===== src/rtl/draw_text_box.sv =====
// Text overlay stage: 32x8 character window of 8x16 glyphs composited onto the pixel stream.
// Optional BG_FILL_EN: clear glyph pixels inside the window take BG_COLOR instead of rgb_in.
module draw_text_box #(
    parameter int unsigned XPOS       = 48,
    parameter int unsigned YPOS       = 64,
    parameter logic [11:0] TEXT_COLOR = 12'hFFF,
    parameter logic [11:0] BG_COLOR   = 12'h000
) (
    input  logic        clk,
    input  logic        rst_n,
    input  logic [10:0] hcount_in,
    input  logic [10:0] vcount_in,
    input  logic        hsync_in,
    input  logic        vsync_in,
    input  logic        hblnk_in,
    input  logic        vblnk_in,
    input  logic [11:0] rgb_in,
    output logic [7:0]  char_xy,
    input  logic [7:0]  char_code,
    output logic [3:0]  char_line,
    input  logic [7:0]  char_pixels,
    output logic [10:0] hcount_out,
    output logic [10:0] vcount_out,
    output logic        hsync_out,
    output logic        vsync_out,
    output logic        hblnk_out,
    output logic        vblnk_out,
    output logic [11:0] rgb_out
);

    typedef struct packed {
        logic [10:0] hcount;
        logic [10:0] vcount;
        logic        hsync;
        logic        vsync;
        logic        hblnk;
        logic        vblnk;
        logic [11:0] rgb;
    } timing_t;

    localparam int unsigned DELAY = 3;

    localparam logic [11:0] X_LO = 12'(XPOS);
    localparam logic [11:0] X_HI = 12'(XPOS + 256);
    localparam logic [11:0] Y_LO = 12'(YPOS);
    localparam logic [11:0] Y_HI = 12'(YPOS + 128);

`ifdef BG_FILL_EN
    localparam logic FILL_EN = 1'b1;
`else
    localparam logic FILL_EN = 1'b0;
`endif

    // Only the low offset bits feed the address, so the subtraction is done at that width.
    logic [7:0] rel_x;
    logic [6:0] rel_y;
    logic       in_box;
    logic [11:0] h12;
    logic [11:0] v12;

    assign rel_x = hcount_in[7:0] - 8'(XPOS);
    assign rel_y = vcount_in[6:0] - 7'(YPOS);
    assign h12   = {1'b0, hcount_in};
    assign v12   = {1'b0, vcount_in};
    assign in_box = (h12 >= X_LO) && (h12 < X_HI) && (v12 >= Y_LO) && (v12 < Y_HI);

    timing_t    tim_d   [DELAY];
    logic [2:0] xoff_d  [DELAY];
    logic       inbox_d [DELAY];

    timing_t    tim_now;
    logic       glyph_bit;
    logic [11:0] rgb_next;

    assign tim_now = '{hcount: hcount_in, vcount: vcount_in, hsync: hsync_in,
                       vsync: vsync_in, hblnk: hblnk_in, vblnk: vblnk_in, rgb: rgb_in};

    // bit 7 of the font row is the leftmost pixel, so index with the inverted offset
    assign glyph_bit = char_pixels[~xoff_d[DELAY-1]];

    always_comb begin
        rgb_next = tim_d[DELAY-1].rgb;
        if (inbox_d[DELAY-1]) begin
            if (glyph_bit)
                rgb_next = TEXT_COLOR;
            else if (FILL_EN)
                rgb_next = BG_COLOR;
        end
    end

    always_ff @(posedge clk or negedge rst_n) begin
        if (!rst_n) begin
            char_xy    <= '0;
            char_line  <= '0;
            for (int unsigned i = 0; i < DELAY; i++) begin
                tim_d[i]   <= '0;
                xoff_d[i]  <= '0;
                inbox_d[i] <= 1'b0;
            end
            hcount_out <= '0;
            vcount_out <= '0;
            hsync_out  <= 1'b0;
            vsync_out  <= 1'b0;
            hblnk_out  <= 1'b0;
            vblnk_out  <= 1'b0;
            rgb_out    <= '0;
        end else begin
            char_xy    <= {rel_y[6:4], rel_x[7:3]};
            char_line  <= rel_y[3:0];

            tim_d[0]   <= tim_now;
            xoff_d[0]  <= rel_x[2:0];
            inbox_d[0] <= in_box;
            for (int unsigned i = 1; i < DELAY; i++) begin
                tim_d[i]   <= tim_d[i-1];
                xoff_d[i]  <= xoff_d[i-1];
                inbox_d[i] <= inbox_d[i-1];
            end

            hcount_out <= tim_d[DELAY-1].hcount;
            vcount_out <= tim_d[DELAY-1].vcount;
            hsync_out  <= tim_d[DELAY-1].hsync;
            vsync_out  <= tim_d[DELAY-1].vsync;
            hblnk_out  <= tim_d[DELAY-1].hblnk;
            vblnk_out  <= tim_d[DELAY-1].vblnk;
            rgb_out    <= rgb_next;
        end
    end

endmodule

===== config.mk =====
export PLATFORM = sky130hd
export DESIGN_NAME = draw_text_box
export DESIGN_NICKNAME = d
export VERILOG_FILES = /design/src/rtl/draw_text_box.sv
export SDC_FILE = /design/constraint.sdc
export NUM_CORES = 1
export LEC_CHECK = 0
export ABC_CLOCK_PERIOD_IN_PS = 1300
export CAP_MARGIN = 20
export CORE_MARGIN = 2
export CORE_UTILIZATION = 43
export CTS_CLUSTER_DIAMETER = 150
export DETAILED_ROUTE_END_ITERATION = 12
export MAX_ROUTING_LAYER = met4
export PLACE_DENSITY = 0.8
export REMOVE_ABC_BUFFERS = 1
export SLEW_MARGIN = 20
export SYNTH_ARGS = -nofsm -noshare
export SYNTH_HDL_FRONTEND = slang
export SYNTH_SLANG_ARGS = --single-unit

===== constraint.sdc =====
create_clock -name clk -period 1.3 [get_ports clk]
set_clock_uncertainty 0.05 [all_clocks]
set_input_delay 0.325 -clock clk [delete_from_list [all_inputs] [get_ports clk]]
set_output_delay 0.325 -clock clk [all_outputs]
set_load 0.1 [all_outputs]

==> results.sh, run 1 <==
export IMPL_relSlewSlack_pct=75.3
export IMPL_setup_violations=62
export IMPL_cts_tree="built"
export IMPL_drive_above_1_share_pct=30.5
export IMPL_hold_violations=0
export IMPL_area_growth_pct=54.3
export IMPL_cp_end_kind="flip-flop"
export IMPL_clock_fmax_mhz=673
export IMPL_violations="setup timing"
export IMPL_drt_pass1_iter_count=4
export IMPL_start_util_pct=44.3
export IMPL_layout_setup_ws_ns=-0.186
export IMPL_avgRoutedWirePerCell_um=14.9
export IMPL_rows=36
export IMPL_reg2reg_from="xoff_d[0]"
export IMPL_grt_max_degree=37
export IMPL_vias=1998
export IMPL_startpoint="xoff_d[0]"
export IMPL_drt_initial_drc_count=69
export IMPL_route_detailed_drc=0
export IMPL_arrival_ns=1.81
export IMPL_ant_nets=0
export IMPL_wirelength_um=7080
export IMPL_tightest_slew_ns=0.370
export IMPL_path_clk_slew_ns=0.06
export IMPL_avgSynthCellArea_um2=21.5
export IMPL_place_gp_congestion=0.777
export IMPL_rsz0062_at_grt="true"
export IMPL_cp_start_kind="flip-flop"
export IMPL_p_per_area_nw_per_um2=1700
export IMPL_port_buffer_count=97
export IMPL_die_area_um2=10900
export IMPL_diodes=0
export IMPL_critPathKind="flip-flop to flip-flop"
export IMPL_post_route_period_util_pct=114
export IMPL_place_hpwl_um=4810
export IMPL_cts_max_level=4
export IMPL_r2r_slack_ns=-0.19
export IMPL_post_place_ws_ns=-0.474
export IMPL_viasPerCell=4.22
export IMPL_maxCapViolations=0
export IMPL_cts_made_buffers=17
export IMPL_grt_pass1_vias=2369
export IMPL_core_area_um2=9770
export IMPL_die_h_um=104
export IMPL_required_ns=1.62
export IMPL_synth_seq_cells=160
export IMPL_synth_cell_types=22
export IMPL_die_w_um=104
export IMPL_grt_pass1_wl_um=12000
export IMPL_ys_seq_area_share_pct=92.4
export IMPL_tns_ns=-9.24
export IMPL_leakage_nw=3.00
export IMPL_syn_inst=202
export IMPL_cts_root_buffer="clkbuf_8"
export IMPL_yosys_warnings=0
export IMPL_finalPower_mw=11.4
export IMPL_holdWs_ns=0.208
export IMPL_outcome="finished with violations"
export IMPL_cts_buffer_depth=2
export IMPL_ios=106
export IMPL_cp_max_fo=12
export IMPL_clock_latency_ns=0.50
export IMPL_n_fill_cell=622
export IMPL_grt_overflow=0
export IMPL_cts_sinks=160
export IMPL_period_minus_slack_ns=1.49
export IMPL_min_from="vcount_in[2]"
export IMPL_fin_nets=385
export IMPL_final_max_slew_viol_count=0
export IMPL_worst_hold_path_type="input port to flip-flop"
export IMPL_syn_area_um2=4330
export IMPL_grt_total_usage_pct=15.4
export IMPL_irDropWorstVdd_uv=793
export IMPL_antenna_found_initial=0
-- stage by stage --
stage / instances / utilization [%] / cell area [um^2]
finish: 474 / 68.4 / 6690
global route: 474 / 68.4 / 6690
CTS: 474 / 68.4 / 6690
detailed placement: 440 / 62.4 / 6090
global placement: 440 / 62.4 / 6090
floorplan: 193 / - / 4270
-- kinds of logic (layout without fill, tap and decap cells) --
logic type	Yosys count	in the layout	share of synthesized area (%)
flops	160	160	92.4
buf+inv	11	150	1.76
simple gates	7	7	0.837
fa+ha+maj	1	1	0.289
compound gates	17	17	3.09
xor+xnor	3	3	0.606
mux	3	3	1.04
-- area by class of cell --
type                       instances  area [um^2]  area share (%)
timing repair buffer             116         1680            25.1
inverter                           2         7.51           0.112
clock inverter                     9         95.1            1.42
multi-input combinational         31          259            3.87
sequential                       160         4000            59.9
clock buffer                      23          477            7.13
tap                              133          166            2.49
-- worst max-delay path: stages, from the launching register on --
cell	delay, ns
dfrtp_1	0.42
mux4_2	0.56
nor2_4	0.12
buf_12	0.13
o21bai_1	0.09
-- metal layers --
metal	up-vias	global-route usage, %	wire length [um]
li1	901	-	-
met1	1031	17.0	2500
met2	62	24.8	4050
met3	4	5.89	436
met4	0	6.85	85
met5	-	-	0
-- state kept, by name (all words and copies together), names as in the netlist --
name / flops
tim_d: 108
xoff_d: 6
char_xy: 5
vblnk_out: 1
hblnk_out: 1
rgb_out: 12
inbox_d: 3
hcount_out: 11
hsync_out: 1
vsync_out: 1
vcount_out: 11
-- cells in the final DEF, fill, tap and decap left out, types with 2 or more instances in the layout --
cell type / Yosys / layout
inv_1: 2 / 2
o21bai_1: 12 / 12
inv_6: 0 / 4
a211oi_1: 2 / 2
buf_4: 7 / 13
mux2_2: 2 / 2
clkbuf_1: 0 / 2
clkbuf_16: 0 / 16
clkbuf_8: 0 / 5
buf_12: 0 / 55
clkinv_4: 0 / 2
xor2_1: 2 / 2
dfrtp_1: 160 / 160
clkdlybuf4s50_1: 0 / 46
-- Yosys cell counts --
cell | count | area share [%]
a211o_1 | 1 | 0.20
a211oi_1 | 2 | 0.35
a21oi_1 | 1 | 0.12
buf_2 | 1 | 0.12
buf_4 | 7 | 1.2
buf_6 | 1 | 0.26
dfrtp_1 | 160 | 92
ha_1 | 1 | 0.29
inv_1 | 2 | 0.17
mux2_2 | 2 | 0.52
mux4_2 | 1 | 0.52
nand2_1 | 1 | 0.087
nand2b_1 | 1 | 0.14
nand3_1 | 1 | 0.12
nor2_1 | 1 | 0.087
nor2_2 | 1 | 0.14
nor3_1 | 1 | 0.12
nor4_1 | 1 | 0.14
o21bai_1 | 12 | 2.1
o221ai_2 | 1 | 0.35
xnor2_1 | 1 | 0.20
xor2_1 | 2 | 0.40
-- report_power, final --
group          switching, mW  total, mW  leakage (nW)  internal [mW]
clock                   1.83       4.61         0.280           2.77
combinational          0.853       1.39         0.853          0.542
sequential             0.127       5.36          1.87           5.24
total                   2.81       11.4          3.00           8.55
-- repair_timing --
action | 4_1_cts | 5_1_grt
hold buffers | 1 | 0
buffers inserted | 1 | 0
endpoints found under the hold margin | 131 | 0
gates cloned | 0 | 0
gates resized for setup | 1 | 0
endpoints found under the setup margin | 62 | 62
pin swaps | 1 | 0
-- path summary, 6_finish.rpt --
path                                      end  cells after the start
worst min register to register      tim_d[70]                      0
worst max register to register    rgb_out[11]                      4
worst min-delay path                tim_d[94]                      1
min in group asynchronous       vcount_out[5]                      2
max in group asynchronous           tim_d[29]                      3
worst max-delay path              rgb_out[11]                      4
(Power assumes the default switching activity.)
==> run 2, diff against run 1 <==
--- a/config.mk
+++ b/config.mk
@@ -10,9 +10,11 @@
 export CORE_MARGIN = 2
 export CORE_UTILIZATION = 43
 export CTS_CLUSTER_DIAMETER = 150
+export CTS_CLUSTER_SIZE = 8
 export DETAILED_ROUTE_END_ITERATION = 12
 export MAX_ROUTING_LAYER = met4
 export PLACE_DENSITY = 0.8
+export RECOVER_POWER = 100
 export REMOVE_ABC_BUFFERS = 1
 export SLEW_MARGIN = 20
 export SYNTH_ARGS = -nofsm -noshare
==> constraint.sdc (replaced) <==
create_clock -name clk -period 1.3 [get_ports clk]
set_clock_uncertainty 0.05 [all_clocks]
set_input_delay 0.195 -clock clk [delete_from_list [all_inputs] [get_ports clk]]
set_output_delay 0.195 -clock clk [all_outputs]
set_load 0.1 [all_outputs]
==> results.sh, run 2 (synthesis gave the netlist of run 1 again) <==
export IMPL_place_hpwl_um=4820
export IMPL_timing_rr_end="rgb_out[5]"
export IMPL_place_gp_congestion=0.764
export IMPL_clock_fmax_mhz=681
export IMPL_start_util_pct=44.3
export IMPL_area_growth_pct=52.9
export IMPL_hold_violations=0
export IMPL_violations="setup timing"
export IMPL_fin_nets=381
export IMPL_grt_pass1_vias=2363
export IMPL_relSlewSlack_pct=46.4
export IMPL_final_common_cell="dfrtp_1"
export IMPL_leakage_nw=2.97
export IMPL_cts_buffer_depth=2
export IMPL_core_area_um2=9770
export IMPL_grt_max_degree=81
export IMPL_regMostFlops="tim_d"
export IMPL_avgRoutedWirePerCell_um=16.8
export IMPL_drt_initial_drc_count=101
export IMPL_tightest_slew_ns=0.804
export IMPL_cts_made_buffers=17
export IMPL_die_h_um=104
export IMPL_outcome="finished with violations"
export IMPL_layout_setup_ws_ns=-0.168
export IMPL_cp_start_kind="flip-flop"
export IMPL_cts_tree="built"
export IMPL_wirelength_um=7960
export IMPL_viasPerCell=4.30
export IMPL_drt_pass1_iter_count=4
export IMPL_cts_root_buffer="clkbuf_8"
export IMPL_grt_overflow=0
export IMPL_holdWs_ns=0.172
export IMPL_ios=106
export IMPL_route_detailed_drc=0
export IMPL_post_route_period_util_pct=113
export IMPL_r2r_cells=4
export IMPL_path_clk_slew_ns=0.07
export IMPL_p_per_area_nw_per_um2=1760
export IMPL_rsz0062_at_grt="true"
export IMPL_die_area_um2=10900
export IMPL_grt_pass1_wl_um=12800
export IMPL_largestRegisters="tim_d: 108 flops, rgb_out: 12 flops"
export IMPL_irDropWorstVdd_uv=984
export IMPL_grt_total_usage_pct=17.0
export IMPL_setup_violations=62
export IMPL_maxCapViolations=0
export IMPL_port_buffer_count=97
export IMPL_min_from="rgb_in[9]"
export IMPL_whs_endpoint="tim_d[85]"
export IMPL_vias=2034
export IMPL_arrival_ns=1.82
export IMPL_min_path_cells=1
export IMPL_reg2reg_from="xoff_d[0]"
export IMPL_required_ns=1.65
export IMPL_die_w_um=104
export IMPL_period_minus_slack_ns=1.47
export IMPL_rows=36
export IMPL_mostFrequentLayoutCells="dfrtp_1 (159), buf_12 (51), dlygate4sd3_1 (39)"
export IMPL_cp_max_fo=12
export IMPL_cp_end_kind="flip-flop"
export IMPL_r2r_slack_ns=-0.17
export IMPL_worst_hold_path_type="input port to flip-flop"
export IMPL_critPathKind="flip-flop to flip-flop"
export IMPL_finalPower_mw=11.6
export IMPL_final_max_slew_viol_count=0
export IMPL_cts_sinks=160
export IMPL_ant_nets=0
export IMPL_drive_above_1_share_pct=29.4
export IMPL_clock_latency_ns=0.52
export IMPL_n_fill_cell=621
export IMPL_largest_reg_flops=108
export IMPL_antenna_found_initial=3
export IMPL_cts_max_level=4
-- run 2: changes by cell type in the layout (fill, tap and decap cells not counted), sizes merged, moves of 3 or more --
cell	previous run	this run
clkdlybuf4s50	46	8
dlygate4sd3	1	39
buf	69	58
diode	0	3
-- run 2: through the flow --
step	area [um^2]	util (%)	std cells	TNS, ns	setup WS [ns]
global route	6630	67.8	473	-6.88	-0.243
detailed placement	6030	61.7	435	-4.06	-0.332
global placement	6030	61.7	435	-3.84	-0.307
finish	6630	67.8	473	-3.78	-0.168
CTS	6660	68.1	470	-5.77	-0.218
floorplan	4270	-	193	-2.09	-0.174
-- run 2: timing repair --
| action | 4_1_cts | 5_1_grt |
|---|---|---|
| setup buffers | 2 | 0 |
| hold endpoints to repair | 160 | 0 |
| setup endpoints to repair | 62 | 62 |
| hold buffers | 1 | 0 |
| resized for setup | 1 | 1 |
-- run 2: per-layer routing --
metal / vias up / track usage, % / part of all wire, % / routed length, um
met1: 1057 / 17.1 / 34 / 2740
met3: 15 / 7.08 / 5.7 / 453
met2: 69 / 28.9 / 57 / 4550
met4: 0 / 7.82 / 2.7 / 211
li1: 893 / - / - / -
met5: - / - / 0 / 0
-- run 2: power by group --
group	switching [mW]	internal [mW]
logic	0.856	0.489
clock network	1.97	2.96
registers	0.135	5.23
total	2.96	8.68
-- run 2: cell type report --
class	instances	area (um^2)	area share, %
diodes	3	7.51	0.113
clock inverters	14	179	2.70
repair buffers	112	1590	23.9
clock buffers	18	418	6.30
well taps	133	166	2.51
flip-flops and latches	160	4010	60.4
inverters	2	7.51	0.113
multi-input cells	31	259	3.91
-- run 2: worst max-delay path, stage by stage, from the launching register on --
cell,delay (ns)
dfrtp_2,0.41
mux4_2,0.55
nor2_4,0.12
buf_12,0.13
o21bai_1,0.09
-- run 2: worst max path at each step --
stage	cells after the start	to	slack [ns]	start
2_1_floorplan	3	rgb_out[0]	-0.17	xoff_d[0]
3_3_place_gp	5	rgb_out[7]	-0.31	char_pixels[4]
3_5_place_dp	5	rgb_out[10]	-0.33	char_pixels[4]
4_1_cts	4	rgb_out[5]	-0.22	xoff_d[0]
5_1_grt	4	rgb_out[5]	-0.24	xoff_d[0]
6_report	4	rgb_out[5]	-0.17	xoff_d[0]
